===== config.mk =====
export PLATFORM = sky130hd
export DESIGN_NAME = peripheral_ram_bridge
export DESIGN_NICKNAME = d
export VERILOG_FILES = /design/src/rtl/peripheral_ram_bridge.sv
export SDC_FILE = /design/constraint.sdc
export NUM_CORES = 1
export LEC_CHECK = 0
export BUFFER_PORTS_ARGS = -buffer_cell sky130_fd_sc_hd__buf_2
export CORE_ASPECT_RATIO = 0.75
export CORE_MARGIN = 2
export CORE_UTILIZATION = 48
export DETAILED_ROUTE_END_ITERATION = 10
export PLACE_DENSITY = 0.87
export RECOVER_POWER = 100
export SYNTH_ARGS = -nofsm -noshare
export SYNTH_HDL_FRONTEND = slang
export SYNTH_SLANG_ARGS = --single-unit

===== constraint.sdc =====
create_clock -name mclk -period 3.95 [get_ports mclk]
set_clock_uncertainty 0.05 [all_clocks]
set_input_delay 0.5925 -clock mclk [delete_from_list [all_inputs] [get_ports mclk]]
set_output_delay 0.5925 -clock mclk [all_outputs]
set_load 0.05 [all_outputs]

===== src/rtl/peripheral_ram_bridge.sv =====
// peripheral_ram_bridge: valid/ready request front end for the peripheral
// single-port RAM. Reads are captured from ram_dout one cycle after issue.
// Every transaction is returned through a small in-order response FIFO.
// Optional: define PERIPHERAL_RAM_BRIDGE_STATS_EN to add saturating
// read/write/error request counters (stat_rd, stat_wr, stat_err).
module peripheral_ram_bridge #(
  parameter int unsigned AW          = 32,
  parameter int unsigned DW          = 32,
  parameter int unsigned MEMORY_SIZE = 256,
  parameter int unsigned RSP_DEPTH   = 3
) (
  input  logic          mclk,
  input  logic          rst,
  input  logic          req_valid,
  output logic          req_ready,
  input  logic          req_we,
  input  logic [AW-1:0] req_addr,
  input  logic [DW-1:0] req_wdata,
  input  logic [1:0]    req_be,
  output logic          rsp_valid,
  input  logic          rsp_ready,
  output logic [DW-1:0] rsp_rdata,
  output logic          rsp_we,
  output logic          rsp_err,
  output logic [AW-1:0] ram_addr,
  output logic [DW-1:0] ram_din,
  input  logic [DW-1:0] ram_dout,
  output logic          ram_cen,
  output logic [1:0]    ram_wen
`ifdef PERIPHERAL_RAM_BRIDGE_STATS_EN
  ,
  output logic [15:0]   stat_rd,
  output logic [15:0]   stat_wr,
  output logic [15:0]   stat_err
`endif
);

  localparam int unsigned PW = (RSP_DEPTH > 1) ? $clog2(RSP_DEPTH) : 1;
  localparam int unsigned CW = $clog2(RSP_DEPTH + 1);
  localparam logic [AW:0]   LIMIT   = (AW+1)'(MEMORY_SIZE / 2);
  localparam logic [PW-1:0] LAST    = PW'(RSP_DEPTH - 1);
  localparam logic [CW:0]   DEPTH_W = (CW+1)'(RSP_DEPTH);

  logic          acc;
  logic          inr;
  logic          push;
  logic          pop;
  logic          p_valid;
  logic          p_we;
  logic          p_err;
  logic [DW-1:0] cap_rdata;
  logic [PW-1:0] wr_ptr;
  logic [PW-1:0] rd_ptr;
  logic [CW-1:0] fifo_count;
  logic [DW-1:0] f_rdata [RSP_DEPTH];
  logic          f_we    [RSP_DEPTH];
  logic          f_err   [RSP_DEPTH];

  // Request acceptance and RAM pin drive, all combinational from the request port
  always_comb begin
    req_ready = ({1'b0, fifo_count} + (CW+1)'(p_valid)) < DEPTH_W;
    acc       = req_valid & req_ready;
    inr       = {1'b0, req_addr} < LIMIT;
    ram_addr  = req_addr;
    ram_din   = req_wdata;
    ram_cen   = ~(acc & inr & (~req_we | (req_be != 2'b00)));
    ram_wen   = req_we ? ~req_be : 2'b11;
  end

  // In-flight stage: remembers what was issued so dout can be captured next cycle
  always_ff @(posedge mclk or negedge rst) begin
    if (!rst) begin
      p_valid <= 1'b0;
      p_we    <= 1'b0;
      p_err   <= 1'b0;
    end else begin
      p_valid <= acc;
      p_we    <= req_we;
      p_err   <= ~inr;
    end
  end

  // Push/pop decode; read data only comes from the RAM for in-range reads
  always_comb begin
    push      = p_valid;
    pop       = rsp_valid & rsp_ready;
    cap_rdata = (~p_we & ~p_err) ? ram_dout : '0;
  end

  // FIFO pointers and occupancy
  always_ff @(posedge mclk or negedge rst) begin
    if (!rst) begin
      wr_ptr     <= '0;
      rd_ptr     <= '0;
      fifo_count <= '0;
    end else begin
      if (push) wr_ptr <= (wr_ptr == LAST) ? '0 : wr_ptr + PW'(1);
      if (pop)  rd_ptr <= (rd_ptr == LAST) ? '0 : rd_ptr + PW'(1);
      case ({push, pop})
        2'b10:   fifo_count <= fifo_count + CW'(1);
        2'b01:   fifo_count <= fifo_count - CW'(1);
        default: fifo_count <= fifo_count;
      endcase
    end
  end

  // FIFO storage; contents need no reset because outputs are gated by rsp_valid
  always_ff @(posedge mclk) begin
    if (push) begin
      f_rdata[wr_ptr] <= cap_rdata;
      f_we[wr_ptr]    <= p_we;
      f_err[wr_ptr]   <= p_err;
    end
  end

  // Response port driven from the FIFO head
  always_comb begin
    rsp_valid = (fifo_count != '0);
    rsp_rdata = rsp_valid ? f_rdata[rd_ptr] : '0;
    rsp_we    = rsp_valid ? f_we[rd_ptr]    : 1'b0;
    rsp_err   = rsp_valid ? f_err[rd_ptr]   : 1'b0;
  end

`ifdef PERIPHERAL_RAM_BRIDGE_STATS_EN
  // Saturating counters bumped on the edge a request is accepted
  always_ff @(posedge mclk or negedge rst) begin
    if (!rst) begin
      stat_rd  <= '0;
      stat_wr  <= '0;
      stat_err <= '0;
    end else if (acc) begin
      if (!inr) begin
        if (stat_err != '1) stat_err <= stat_err + 16'd1;
      end else if (req_we) begin
        if (stat_wr != '1) stat_wr <= stat_wr + 16'd1;
      end else begin
        if (stat_rd != '1) stat_rd <= stat_rd + 16'd1;
      end
    end
  end
`endif

endmodule

After elaboration in Yosys (flattened, before gate mapping)
Memory sizes are Yosys's and may differ from the RTL's.
Cells that the tools add are included.
{ "word_totals": {"ram_bits": 102, "n_memories": 3, "out_inout_bits": 103, "ff_bits": 9, "elab_cells": 45} }
{ "memory_table": {"columns": ["name", "words", "word_bits", "read_ports", "rd_ports_with_merged_regs", "write_ports", "line_no", "rtl"], "rows": [
  ["f_rdata", 3, 32, 1, 0, 1, "55", "logic [DW-1:0] f_rdata [RSP_DEPTH];"],
  ["f_err", 3, 1, 1, 0, 1, "57", "logic f_err [RSP_DEPTH];"],
  ["f_we", 3, 1, 1, 0, 1, "56", "logic f_we [RSP_DEPTH];"]
]} }
{ "classes": {"eq_ne": 4, "n_lt_le_gt_ge": 2, "n_reduce_logical": 3, "bitwise": 12, "n_addsub": 5, "n_mux": 10} }
{ "ops": {"columns": ["op", "count"], "rows": [
  ["32-bit 2-to-1 mux", 2],
  ["32-bit by 8-bit less-than comparator with 1-bit output (second input constant)", 1],
  ["2-bit by 1-bit adder with 2-bit output (second input constant)", 3],
  ["2-bit equality test (second input constant)", 3],
  ["2-bit 2-to-1 mux", 3],
  ["2-bit nonzero test", 3],
  ["1-bit bitwise AND", 5],
  ["1-bit NOT", 5],
  ["1-bit 2-to-1 mux", 4],
  ["2-bit case mux with 2 select lines", 1],
  ["2-bit by 1-bit adder with 3-bit output", 1],
  ["3-bit by 2-bit less-than comparator with 1-bit output (second input constant)", 1],
  ["2-bit by 1-bit equality test with 1-bit output (second input constant)", 1],
  ["2-bit NOT", 1],
  ["2-bit by 1-bit subtractor with 2-bit output (second input constant)", 1],
  ["1-bit bitwise OR", 1]
]} }

Longest topological paths before layout
{ "depth": {"word_depth": 6, "mapped_depth": 6, "mapped_depth_nobuf": 6} }

Least setup slack after synthesis
Ideal clock, no wire load.
{ "synth_path": {"path_type": "register -> register", "startpoint": "register p_valid", "endpoint": "memory f_err[2], enable pin", "stages_incl_launch_ff": 3, "path_buffers": 0, "arrival_time_ps": 2968, "path_slack_ps": 457, "setup_ps": 475, "path_cell_list": "dfrtp_1 -> inv_1 -> nor3b_1"} }
{ "synth_between": {"elab_chain_cells": 2} }
{ "synth_rtl": {"columns": ["item", "line_no", "rtl"], "rows": [
  ["start, declared", "48", "logic p_valid;"],
  ["start signal, assigned", "73", "p_valid <= 1'b0;"],
  ["start signal, assigned", "77", "p_valid <= acc;"],
  ["1-bit 2-to-1 mux", "109", "if (push) begin"],
  ["1-bit 2-to-1 mux (not written as such)", "112", "f_err[wr_ptr] <= p_err;"],
  ["end, declared", "57", null]
]} }
No other way between the ends.

Worst setup path after layout
{ "layout_path": {"startpoint": "register rd_ptr[0]", "endpoint": "output rsp_rdata[23]"} }
{ "layout_between": {"elab_chain_cells": 2} }
{ "layout_rtl": {"columns": ["item", "line_no", "rtl"], "rows": [
  ["start, declared", "53", "logic [PW-1:0] rd_ptr;"],
  ["start signal, assigned", "98", "if (pop) rd_ptr <= (rd_ptr == LAST) ? '0 : rd_ptr + PW'(1);"],
  ["memory 3 x 32 bit", null, null],
  ["32-bit 2-to-1 mux", "119", "rsp_rdata = rsp_valid ? f_rdata[rd_ptr] : '0;"],
  ["end, declared", "22", "output logic [DW-1:0] rsp_rdata,"]
]} }
No other way between the ends.

==> results.md <==
- Status: finished with violations
- Failing checks: capacitance limit, slew limit
- IO Pins: about 200
- Worst skew pair latency: around 340 ps
- Int Pwr: approximately 2.6 mW
- CP Class: register to output pin
- Min cycle time layout: ~3200 ps
- Gr usage total: 0.1676
- Required @ worst endpoint: roughly 3300 ps
- Cells after Synth: between 300 and 400
- Flop pwr share: 0.384
- Final-report setup violation count: 0
- 1st-iter DRT viols: 126
- Post-synth net total: between 400 and 500
- Setup crit start kind: register
- Ant diodes: 0
- Nets: 530
- GPL Wtd Cong: between 0.7 and 0.8
- DP HPWL: roughly 6500 um
- DRT Wirelength: 9939 um
- Cells resized by post-CTS repair: 0
- DRC: 0
- Max Cap Viol: 5
- Largest net degree at the start of global routing: 38
- Peak supply drop: roughly 430 uV
- Setup TNS: 0 ps
- Adder-Cell Fraction of Synth Area: 0.007104
- Hold/Removal Path Class: primary input to asynchronous set/reset pin
- Setup repair bufs after CTS: 0
- Tcrit/Tclk final: 0.8107
- Synth Area in Simple Gates: 0.08738
- Share of cells above drive strength 1: 0.2681
- Final ANT Viol Nets: 0
- Dpl cells: about 550
- Area contributors post-synth: edfxtp_1, buf_4, mux2_4
- Util after Layout: 0.5271
- Synth Flop Type: edfxtp_1
- Most instantiated cells after synthesis: edfxtp_1, buf_4, nor2_1, mux2i_1, and2_1
- TritonCTS clock tree: built
- Via density: ~5
- Root buf cell: clkbuf_16
- Synth Area per Inst: approximately 15 um2
- Routed vias: around 2900
- Pre-CTS setup slack: 1246 ps
- Clock network fraction of design power: 0.174
- First-pass GRT wire length: ~15000 um
- Top cell type's share of synthesized area: 0.5797
- Layout area overhead: 7.909%
- Yosys warnings: 0
- Final non-filler cell total: around 570
- Die ar.: 11870 um2
- Comb pwr share: 0.442
- Number of enable flip-flop cells after synthesis: about 100
- Worst endpoint data arrival time: between 2000 and 3000 ps
- Initial antenna violation count: 0
- Reg clk slew, reported paths: 70 ps
- Final hold slack: between 100 and 150 ps
- Fin. max-slew vios: 176
- Wire per inst: roughly 17 um
- Seq/Total Area, Yosys: 0.6223
- Largest family of logic cells by synthesized area: multiplexers
- Synth Area in Compound Gates: 0.007578
- Die Height: ~95 um
- Slew HR: -0.4651
- Synthesized area: 5284 um2
- Row cnt: 33
- PwrDens: approximately 830 nW/um2
- Total gr overflow: 0
- Sink Count: ~110
- Vias in the first global route: 2965
- Sw Share: 0.4478
- CTS Buffer Depth: 2
- Core area: 10820 um2
- H-Tree Depth: 3
- Slew at the pin closest to its max-slew limit: between 2000 and 2500 ps
- Hold buffer count at CTS: 0
- Port Buf Inserts: between 100 and 150
- Hold Vio Cnt, Final: 0
- Cell accounting for the most synthesized area: edfxtp_1
- RSZ-0062 raised after global routing: false
- Pre-antenna DRT Iters: 4
- Max FO, Critical Path: 37
- Top-count cell post-synth: edfxtp_1
- CP endpoint kind: output pin
- P_sw: approximately 2.1 mW
- FFs w/ async S/R, synth: 0.08108
- Die Wd: between 100 and 150 um
- Multiplexer area fraction after synthesis: 0.1561
- CTS buffer count: 9
- Max Clk Rate: 312.3 MHz
- Setup ws final: between 700 and 800 ps
- Post-synthesis register bit count: around 110
- LEAKAGE: between 2 and 2.5 nW
- Xor and xnor fraction of the mapped netlist area: 0.004973
- Starting density of the core: 0.4884
- Count of cell types in the netlist: 28
## layout by cell type, fill, tap and decap left out
cell,instances
clkbuf_16,9
mux2i_1,34
mux2_4,27
ha_1,3
xor2_1,1
a21oi_1,1
nand2_1,4
and4_1,1
and3_1,1
nor2_2,2
nor2_1,37
inv_1,3
clkinv_1,1
and2_0,33
edfxtp_1,102
nor3b_1,2
a21o_1,4
buf_2,61
nand4_1,1
xnor2_1,2
inv_6,2
clkinv_2,2
or3b_2,1
mux2_2,7
nor4_1,5
clkinvlp_4,2
clkbuf_1,68
dfrtp_1,7
o21ai_0,1
nor3_1,3
dfrtp_2,2
## cells by family after synthesis
group / after synthesis
flip-flops: 111
AND/OR/NAND/NOR: 90
buffers and inverters: 81
multiplexers: 68
AO/OA/AOI/OAI: 6
XOR/XNOR: 3
adder cells (fa/ha/maj): 3
## cell type report
type	instances	area, um2
sequential	111	3291
timing repair buffer	129	560.5
clock buffer	9	225.2
multi-input combinational	170	1393
tap	140	175.2
fill	957	5116
inverter	3	11.26
clock inverter	7	46.29
## routing by layer
metal,share of wire,global-route usage,up-vias
li1,-,-,1344
met1,0.43,0.1977,1402
met2,0.50,0.2912,85
met3,0.050,0.05326,25
met4,0.018,0.06389,0
met5,0,0,-
## through the flow
step,power [mW],cell area (um2)
floorplan,3.677,5284
global placement,3.960,5543
detailed placement,4.026,5543
CTS,4.844,5814
global route,4.952,5702
finish,4.732,5702
## final timing paths
| path | cells past startpoint | slack (ps) | end | startpoint |
|---|---|---|---|---|
| min in group mclk | 1 | 400 | p_we | req_we |
| max in group asynchronous | 1 | 3370 | rd_ptr[0] | rst |
| min | 1 | 130 | p_err | rst |
| max reg2reg | 3 | 1200 | f_rdata[2][8] | p_valid |
| min reg2reg | 0 | 450 | f_we[0] | p_we |
| max | 4 | 750 | rsp_rdata[23] | rd_ptr[0] |
## power by group through the flow
stage | clock (mW) | combinational (mW) | sequential [mW]
after detailed placement | 0 | 2.18 | 1.84
after global routing | 0.885 | 2.22 | 1.85
final | 0.823 | 2.09 | 1.82
after CTS | 0.840 | 2.19 | 1.82
after floorplan | 0 | 2.03 | 1.65
after global placement | 0 | 2.14 | 1.82
## registers in the layout, indices dropped and copies added, names as in the netlist
name / count
fifo_count: 2
p_we: 1
f_rdata: 96
wr_ptr: 2
p_valid: 1
p_err: 1
f_we: 3
rd_ptr: 2
f_err: 3
## critical path: stages, from the launching register on
cell      delay [ps]
dfrtp_2         1140
mux2_4           300
mux2i_1           60
nor2_1           200
clkbuf_1         490
No activity file was read; power rests on OpenSTA's default activity.
